`src/rtl/clk_div_monitor.sv`:
```
// Measures period and high time of a derived clock sampled in the clk domain; tracks frequency lock and stoppage.
// Optional duty-cycle check is compiled in when CLK_MON_DUTY_CHECK_EN is defined.
module clk_div_monitor #(
    parameter int CNT_W      = 8,
    parameter int EXP_PERIOD = 4,
    parameter int TOL        = 0,
    parameter int LOCK_CNT   = 3
) (
    input  logic             clk,
    input  logic             rst,
    input  logic             clk_in,
    output logic [CNT_W-1:0] period,
    output logic [CNT_W-1:0] high_time,
    output logic             meas_valid,
    output logic             locked,
    output logic             timeout,
    output logic [3:0]       err_cnt,
    output logic             duty_err
);
    typedef enum logic [1:0] {IDLE, MEASURE, LOCKED} state_t;

    localparam logic [CNT_W-1:0] CNT_MAX  = '1;
    localparam logic [CNT_W-1:0] CNT_ONE  = {{(CNT_W-1){1'b0}}, 1'b1};
    localparam int               LO_BOUND = (EXP_PERIOD > TOL) ? EXP_PERIOD - TOL : 0;
    localparam int               HI_BOUND = EXP_PERIOD + TOL;
    localparam logic [31:0]      LO_W     = 32'(LO_BOUND);
    localparam logic [31:0]      SPAN_W   = 32'(HI_BOUND - LO_BOUND);
    localparam logic [3:0]       LOCK_TGT = 4'(LOCK_CNT);

    state_t           state_q, state_d;
    logic             s1_q, s2_q, prev_q;
    logic [CNT_W-1:0] cnt_q, cnt_d, hcnt_q, hcnt_d;
    logic [CNT_W-1:0] period_q, period_d, high_q, high_d;
    logic [3:0]       lock_q, lock_d, err_q, err_d;
    logic             valid_q, valid_d, locked_q, locked_d;
    logic             timeout_q, timeout_d, duty_q, duty_d;
    logic             rise, in_band, duty_bad;

    assign rise = s2_q & ~prev_q;

    // Wrap-around range check: values below LO_W wrap to a huge offset and fall out of the span.
    assign in_band = ((32'(cnt_q) - LO_W) <= SPAN_W);

`ifdef CLK_MON_DUTY_CHECK_EN
    localparam logic [CNT_W+1:0] DUTY_LIM = (CNT_W+2)'(2*TOL+1);
    logic [CNT_W+1:0] duty_diff, duty_abs;
    always_comb begin
        duty_diff = {1'b0, hcnt_q, 1'b0} - {2'b00, cnt_q};
        duty_abs  = duty_diff[CNT_W+1] ? -duty_diff : duty_diff;
        duty_bad  = (duty_abs > DUTY_LIM);
    end
`else
    assign duty_bad = 1'b0;
`endif

    always_comb begin
        cnt_d     = rise ? CNT_ONE : ((cnt_q == CNT_MAX) ? cnt_q : cnt_q + 1'b1);
        hcnt_d    = rise ? CNT_ONE : ((s2_q && hcnt_q != CNT_MAX) ? hcnt_q + 1'b1 : hcnt_q);
        state_d   = state_q;
        lock_d    = lock_q;
        period_d  = period_q;
        high_d    = high_q;
        valid_d   = 1'b0;
        locked_d  = locked_q;
        timeout_d = timeout_q;
        err_d     = err_q;
        duty_d    = duty_q;
        case (state_q)
            IDLE: begin
                if (rise) begin
                    state_d   = MEASURE;
                    timeout_d = 1'b0;
                end
            end
            default: begin
                if (rise) begin
                    period_d = cnt_q;
                    high_d   = hcnt_q;
                    valid_d  = 1'b1;
                    duty_d   = duty_bad;
                    if (in_band && !duty_bad) begin
                        if (lock_q < LOCK_TGT) lock_d = lock_q + 4'd1;
                        if (lock_d == LOCK_TGT) begin
                            state_d  = LOCKED;
                            locked_d = 1'b1;
                        end
                    end else begin
                        lock_d   = 4'd0;
                        locked_d = 1'b0;
                        state_d  = MEASURE;
                        if (err_q != 4'hF) err_d = err_q + 4'd1;
                    end
                end else if (cnt_q == CNT_MAX) begin
                    state_d   = IDLE;
                    locked_d  = 1'b0;
                    timeout_d = 1'b1;
                    lock_d    = 4'd0;
                end
            end
        endcase
    end

    always_ff @(posedge clk or negedge rst) begin
        if (!rst) begin
            s1_q      <= 1'b0;
            s2_q      <= 1'b0;
            prev_q    <= 1'b0;
            cnt_q     <= '0;
            hcnt_q    <= '0;
            state_q   <= IDLE;
            lock_q    <= 4'd0;
            period_q  <= '0;
            high_q    <= '0;
            valid_q   <= 1'b0;
            locked_q  <= 1'b0;
            timeout_q <= 1'b0;
            err_q     <= 4'd0;
            duty_q    <= 1'b0;
        end else begin
            s1_q      <= clk_in;
            s2_q      <= s1_q;
            prev_q    <= s2_q;
            cnt_q     <= cnt_d;
            hcnt_q    <= hcnt_d;
            state_q   <= state_d;
            lock_q    <= lock_d;
            period_q  <= period_d;
            high_q    <= high_d;
            valid_q   <= valid_d;
            locked_q  <= locked_d;
            timeout_q <= timeout_d;
            err_q     <= err_d;
            duty_q    <= duty_d;
        end
    end

    assign period     = period_q;
    assign high_time  = high_q;
    assign meas_valid = valid_q;
    assign locked     = locked_q;
    assign timeout    = timeout_q;
    assign err_cnt    = err_q;
    assign duty_err   = duty_q;
endmodule

```
`config.mk`:
```
export PLATFORM = sky130hd
export DESIGN_NAME = clk_div_monitor
export DESIGN_NICKNAME = d
export VERILOG_FILES = /design/src/rtl/clk_div_monitor.sv
export SDC_FILE = /design/constraint.sdc
export NUM_CORES = 1
export LEC_CHECK = 0
export CORE_MARGIN = 4
export CORE_UTILIZATION = 41
export CTS_CLUSTER_DIAMETER = 120
export DETAILED_ROUTE_END_ITERATION = 8
export HOLD_SLACK_MARGIN = 0.05
export SYNTH_ARGS = -nofsm -noshare
export SYNTH_HDL_FRONTEND = slang
export SYNTH_SLANG_ARGS = --single-unit
```
`constraint.sdc`:
```
create_clock -name clk -period 2.2 [get_ports clk]
set_input_delay 0.44 -clock clk [delete_from_list [all_inputs] [get_ports clk]]
set_output_delay 0.44 -clock clk [all_outputs]
set_load 0.01 [all_outputs]
```
Word-level counts from Yosys, hierarchy flattened
Index checks and enable logic that the tools add are counted.

Output and inout bits: 24. Flip-flop bits (word level): 48.

Magnitude comparators: 2. Equality and inequality tests: 9. Bitwise gates (word level): 4. Mux-type cells: 27. Add/subtract/negate cells: 5. Reductions and logical operators: 10.

Operators by type and width (number): less-or-equal comparator 32 x 1 -> 1 bit, second input constant (1); 2-to-1 mux 8 bit (4); 2-to-1 mux 4 bit (7); adder 8 x 1 -> 8 bit, second input constant (2); 2-to-1 mux 2 bit (6); 2-to-1 mux 1 bit (10); AND reduction 3 bit (3); subtractor 8 x 3 -> 9 bit, second input constant (1); adder 4 x 1 -> 4 bit, second input constant (2); equality test 8 bit, second input constant (1); != test 8 bit, second input constant (1); equality test 4 x 2 -> 1 bit, second input constant (1); < comparator 4 x 2 -> 1 bit, second input constant (1); != test 2 bit, second input constant (2); != test 4 x 2 -> 1 bit, second input constant (1); != test 4 bit, second input constant (1); AND reduction 2 bit (2); AND reduction 4 bit (1); nonzero test 2 bit (2); != test 3 x 2 -> 1 bit, second input constant (1); inverter 1 bit (3); logical NOT 2 bit (1); != test 2 x 1 -> 1 bit, second input constant (1); bitwise AND 1 bit (1); logical AND 1 bit (1).

Depth between registers and ports, before layout
Gate-level depths: netlist of the first run.

Depth after elaboration: 10. Gate-level depth with buffers: 9. Mapped depth without buffers: 7.

Worst setup path after synthesis of the first run
OpenSTA, ideal clock, no wires.

Kind: register to register. Start point: register prev_q. End point: register high_q[0], in the netlist high_time[0]. Arrival time: 1874 ps. Data required time: 2075 ps. Path slack: 202 ps. Clock period less this slack: 1998 ps. Stages on the path, launching flop included: 9. Path buffers: 4. Library setup time: 125 ps. Path through: dfrtp_1 nand2b_1 buf_4 inv_1 buf_6 ha_1 clkbuf_1 buf_2 mux2_2.

Cells in the longest elaborated chain, start to end: 3.

Ends and longest elaborated chain: start: declaration (RTL line 31) `logic s1_q, s2_q, prev_q;`; start signal: assignment (RTL line 122) `prev_q <= s2_q;`; inverter 1 bit (RTL line 39) `assign rise = s2_q & ~prev_q;`; bitwise AND 1 bit (RTL line 39); AND reduction 2 bit (no line); end signal: assignment (RTL line 128) `high_q <= high_d;`; end: declaration (RTL line 33) `logic [CNT_W-1:0] period_q, period_d, high_q, high_d;`.

Every way passes these cells. A chain may end at the register's enable or synchronous reset.

Final worst setup path of the first run
Start point: register s2_q. End point: register state_q[0].

Cells in the longest elaborated chain, start to end: 3. Elaborated cells between the ends (all ways): 7.

Ends and longest elaborated chain: start: declaration (RTL line 31); start signal: assignment (RTL line 121) `s2_q <= s1_q;`; bitwise AND 1 bit (*) (RTL line 39); != test 4 x 2 -> 1 bit (no line) (tied with other cells); AND reduction 3 bit (no line) or 2-to-1 mux 2 bit (tied branches); end signal: assignment (RTL line 125) `state_q <= state_d;`; end: declaration (RTL line 30) `state_t state_q, state_d;`.

Every way passes the cells marked *; elsewhere a longest branch is shown, timed or not.

==> impl_metrics.ini, run 1 <==
[status]
status = finished, final reports clean

[timing]
finalHoldViolCount = 0
finalSetupViolCount = 0
skew_ps = 8.248
tightestPinTransition_ps = 556.6
tns_ps = 0
min_period_ps = 1832
hold-worst-slack_ps = 123.6
rsz0062_at_grt = no
min_period_over_period = 0.8328
max_slew_margin = 0.6289
drv_slew = 0
fmax_mhz = 545.8

[global_route]
antenna_found_initial = 0
grt_max_degree = 27
grt_pass1_vias = 1542
grt_use_total = 0.1447
grt_pass1_wl_um = 7355
grt-ovfl-total = 0

[setup_path]
ff2ff_setup_slack_ps = 370
path_class = register to register
rr_worst_depth = 6
end_kind = register
start_kind = register
r2r_start = s2_q
worstReg2RegEnd = state_q[0]
crit_path_start = s2_q
crit_required_ps = 2390
arrival_ps = 2020
path_max_fanout = 9

[route]
wl_um = 4230
via_per_inst = 5.355
vias = 1537
drt_iter0_markers = 73
drc = 0
antenna_left = 0
dr.pass1.iters = 4
avgRoutedWirePerCell_um = 14.74

[clocking]
cts_resized = 0
cts_sinks = 48
clock_latency_ps = 300
ctsHoldBuffers = 0
cts.clk_slew.worst_paths_ps = 90
root_buffer = clkbuf_8
tritoncts = yes
max-clock-path-buffers = 2
h-tree-depth = 2
post_cts_buffers = 0
numCtsBuffers = 5

[pwr]
leakage_nw = 1.188
p_comb_frac = 0.317
p_int_mw = 1.894
clkPwrFrac = 0.225
power_density_nw_per_um2 = 1027
switching_share = 0.3110
ir_drop_mv = 0.6017
seqPwrFrac = 0.458
switchingPower_mw = 0.8546

[synthesis]
syn_nets = 200
seq_area_frac_synth = 0.5322
synth.avg_cell_area_um2 = 11.88
synth_seq_cells = 48
ys_warn_count = 0
synth_area_um2 = 2257
async_reset_ff_frac = 1.000
synth_top_area_frac = 0.5322
synth-edff-count = 0
yosysUniqueCellTypes = 51
synth_top_flop_cell = dfrtp_1
yosys.area.top_type = dfrtp_1
postSynthCellCount = 190
yosys-top-cells-area = dfrtp_1 (53%), mux2_2 (8.0%), ha_1 (3.9%), a21oi_1 (1.8%), a31oi_1 (1.7%)

[place]
portBuffers = 25
dpl_cell_area_um2 = 2567
place.gp.congestion = 0.7826
dp_hpwl_um = 3072

[die]
die_w_um = 82.20
die_area_um2 = 6756
die_h_um = 82.20
fp-row-count = 26
io_pins = 27
initial_core_util = 0.4337
core_area_um2 = 5205

[finish]
fill_cells = 481
diodes = 0
drive_gt1_frac = 0.1843
nNetsFinal = 226
area_growth_pct = 18.51
final_area_um2 = 2675

[hold_path]
hold_class = input pin to async pin

[run]
maxCapViolCount = 0
cells by family (layout without fill, tap and decap cells):
logic type	Yosys count	after routing	synth area share
AND/OR/NAND/NOR	56	56	0.1469
flip-flops	48	48	0.5321
AO/OA/AOI/OAI	36	36	0.1197
multiplexers	20	20	0.09978
buffers and inverters	17	44	0.04157
adder cells (fa/ha/maj)	7	7	0.03880
XOR/XNOR	5	5	0.01940
other	1	1	0.001661
stage by stage:
step                setup slack, ps    util  power, mW  instances
finish                        367.9  0.5139      2.748        287
CTS                           370.8  0.5139      2.784        287
floorplan                     201.8       -      1.772        190
detailed placement            368.4  0.4933      2.158        279
global placement              480.2  0.4933      2.110        279
global route                  170.3  0.5139      2.924        287
routing by layer:
layer	wire length (um)	global-route usage	vias to the layer above
met1	1940	0.1889	775
met4	58	0.05150	0
met5	0	0	-
met3	126	0.03905	5
met2	2104	0.2308	23
li1	-	-	734
cell usage in the layout, fill, tap and decap left out, types with 2 or more instances in the layout:
master / instances
nor3_1: 7
dfrtp_1: 48
nand3_1: 7
nor2_1: 10
clkdlybuf4s50_1: 24
xnor2_1: 4
o21ai_0: 5
or2_1: 2
o211ai_1: 2
mux2_2: 16
a31oi_1: 6
a21oi_1: 8
buf_4: 3
nand2_1: 8
a21o_1: 2
and2_1: 2
nand2b_1: 2
clkbuf_8: 5
ha_1: 7
nand4_1: 4
inv_1: 6
mux2i_1: 3
and3_1: 4
state kept, by name (all words and copies together), names as in the netlist, 2 cells and up:
signal     flops
cnt_q          8
hcnt_q         8
high_time      8
period         8
err_cnt        4
lock_q         4
state_q        2
power by group through the flow:
stage | registers (mW) | clock network, mW | logic, mW
6_report | 1.26 | 0.618 | 0.872
2_1_floorplan | 1.29 | 0 | 0.479
3_3_place_gp | 1.26 | 0 | 0.852
4_1_cts | 1.26 | 0.639 | 0.885
3_5_place_dp | 1.27 | 0 | 0.884
5_1_grt | 1.29 | 0.680 | 0.955
worst max path at each step:
stage	endpoint	slack [ps]	depth (start not counted)
floorplan	high_time[0]	200	8
global placement	state_q[0]	480	5
detailed placement	state_q[0]	370	6
CTS	state_q[0]	370	5
global route	state_q[0]	170	6
finish	state_q[0]	370	6
cell type report:
cell class	instances	area [um^2]	area share
multi-input cells	125	962.2	0.3597
repair buffers	29	287.8	0.1076
clock buffers	6	72.57	0.02713
clock inverters	2	35.03	0.01310
flip-flops and latches	48	1201	0.4490
inverters	7	28.78	0.01076
well taps	70	87.58	0.03274
cells in the mapped netlist, types with 3 or more instances:
library cell and n:
a21oi_1 8, a31oi_1 6, and3_1 4, buf_2 4, buf_4 4, dfrtp_1 48, ha_1 7, inv_1 6
mux2_2 16, mux2i_1 3, nand2_1 8, nand3_1 7, nand4_1 4, nor2_1 10, nor3_1 7, o21ai_0 5
xnor2_1 4
worst max-delay path, stage by stage (launching register included):
cell and delay, ps:
dfrtp_1 480, nand2b_1 210, ha_1 260, nand4b_1 170, o22ai_1 260, o21ai_0 140
a22o_1 200
(Power assumes the default switching activity.)
==> run 2: changes to the inputs <==
clock period = 1.5 ns   (was 2.2 ns; I/O delays follow)
==> run 2 against run 1 <==
The flow now finishes with violations (negative setup slack); first-iteration DRC count increased by 4.1%; count of clock-buffer cells in the layout unchanged; routed wire length increased by 17%; die area unchanged; total power rose by 62%; register-to-register slack lost 590 ps; critical path type unchanged.
==> impl_metrics.ini, run 2 (same netlist as run 1, synthesis figures left out) <==
[die]
die_h_um = 82.20
initial_core_util = 0.4337
die_w_um = 82.20
die_area_um2 = 6756
io_pins = 27
fp-row-count = 26
core_area_um2 = 5205

[setup_path]
path_class = register to register
start_kind = register
end_kind = register
critPathBufInv = 0
r2r_start = lock_q[1]
path_max_fanout = 3
path_delay_family = compound AO/OA/AOI/OAI gates
worstReg2RegEnd = state_q[0]
crit_slowest_cell = dfrtp_1
slowest_delay_ps = 420
ff2ff_setup_slack_ps = -220
worstPathCellList = ha_4 -> or3b_4 -> a211oi_4 -> o21ai_1 -> a22o_1
rr_worst_depth = 5
crit_required_ps = 1700
arrival_ps = 1920

[finish]
fin_cells = 331
final_common_cell = dfrtp_1
register_area_um2 = 1205
drive_gt1_frac = 0.4023
fill_cells = 440
final_area_um2 = 3161
nNetsFinal = 270
multi_input_area_um2 = 1094
area_growth_pct = 40.02
final_cell_mix = dfrtp_1 (45), buf_4 (40), dlygate4sd2_1 (18)
diodes = 0

[place]
dp_hpwl_um = 3427
numPlacedInstances = 309
place.gp.congestion = 0.8154
portBuffers = 25
pre_cts_slack_ps = -172.3
dpl_cell_area_um2 = 2836

[clocking]
clock_latency_ps = 300
numCtsBuffers = 5
cts_sinks = 48
root_buffer = clkbuf_8
tritoncts = yes
max-clock-path-buffers = 2
cts.clk_slew.worst_paths_ps = 90
h-tree-depth = 2

[route]
avgRoutedWirePerCell_um = 14.92
drt_iter0_markers = 76
drc = 0
antenna_left = 0
vias = 1713
dr.pass1.iters = 4
via_per_inst = 5.175
wl_um = 4939

[timing]
min_period_ps = 1719
fmax_mhz = 581.8
finalHoldViolCount = 0
rsz0062_at_grt = yes
hold-worst-slack_ps = 367.4
drv_slew = 0
worst_slack_ps = -218.8
skew_ps = 5.890
finalSetupViolCount = 9
min_period_over_period = 1.146

[hold_path]
min_from = s1_q
hold_class = register to register
hold_end = s2_q
hold_depth = 0

[status]
status = complete, but fails checks
violations = negative setup slack

[global_route]
grt_max_degree = 33
antenna_found_initial = 0
grt-ovfl-total = 0
grt_use_total = 0.1564
grt_pass1_wl_um = 8093
grt_pass1_vias = 1728

[pwr]
ir_drop_mv = 0.7311
leakage_nw = 1.543
power_density_nw_per_um2 = 1409

[run]
maxCapViolCount = 0
run 2: worst max-delay path by stage:
stage	cells past startpoint	slack, ps	to	startpoint
4_1_cts	5	-180	state_q[0]	lock_q[1]
6_report	5	-220	state_q[0]	lock_q[1]
3_3_place_gp	5	-110	state_q[0]	lock_q[1]
5_1_grt	5	-280	state_q[0]	lock_q[1]
3_5_place_dp	5	-170	state_q[0]	lock_q[0]
2_1_floorplan	8	-160	high_time[0]	prev_q
run 2: report_power, final:
| group | leakage, nW | switching [mW] | internal [mW] |
|---|---|---|---|
| sequential | 0.622 | 0.204 | 1.58 |
| clock | 0.0434 | 0.443 | 0.374 |
| combinational | 0.878 | 0.809 | 1.05 |
run 2: per-layer routing:
layer,global-route usage,up-vias,wire length [um]
li1,-,823,-
met1,0.2025,856,2217
met2,0.2588,27,2507
met3,0.02820,7,141
met4,0.06146,0,73
met5,0,-,0
run 2: what timing repair did:
| item | CTS | global route |
|---|---|---|
| hold endpoints to repair | 16 | 0 |
| setup buffers | 4 | 9 |
| setup endpoints to repair | 27 | 39 |
| hold buffers | 1 | 0 |
| pin swaps | 4 | 11 |
| resized for setup | 24 | 25 |
run 2: area by class of cell:
cell class / count / share of cell area
clock buffer: 6 / 0.02613
clock inverter: 2 / 0.004751
inverter: 7 / 0.009897
multi-input combinational: 125 / 0.3460
sequential: 48 / 0.3812
tap: 70 / 0.02771
timing repair buffer: 73 / 0.2043
run 2: per-stage QoR:
step                setup TNS [ps]  utilization  power [mW]
floorplan                    -1944            -       2.667
global route                 -1753       0.6072       4.751
detailed placement          -849.0       0.5450       3.448
CTS                         -808.1       0.5716       4.252
finish                      -881.1       0.6072       4.452
global placement            -306.4       0.5450       3.382
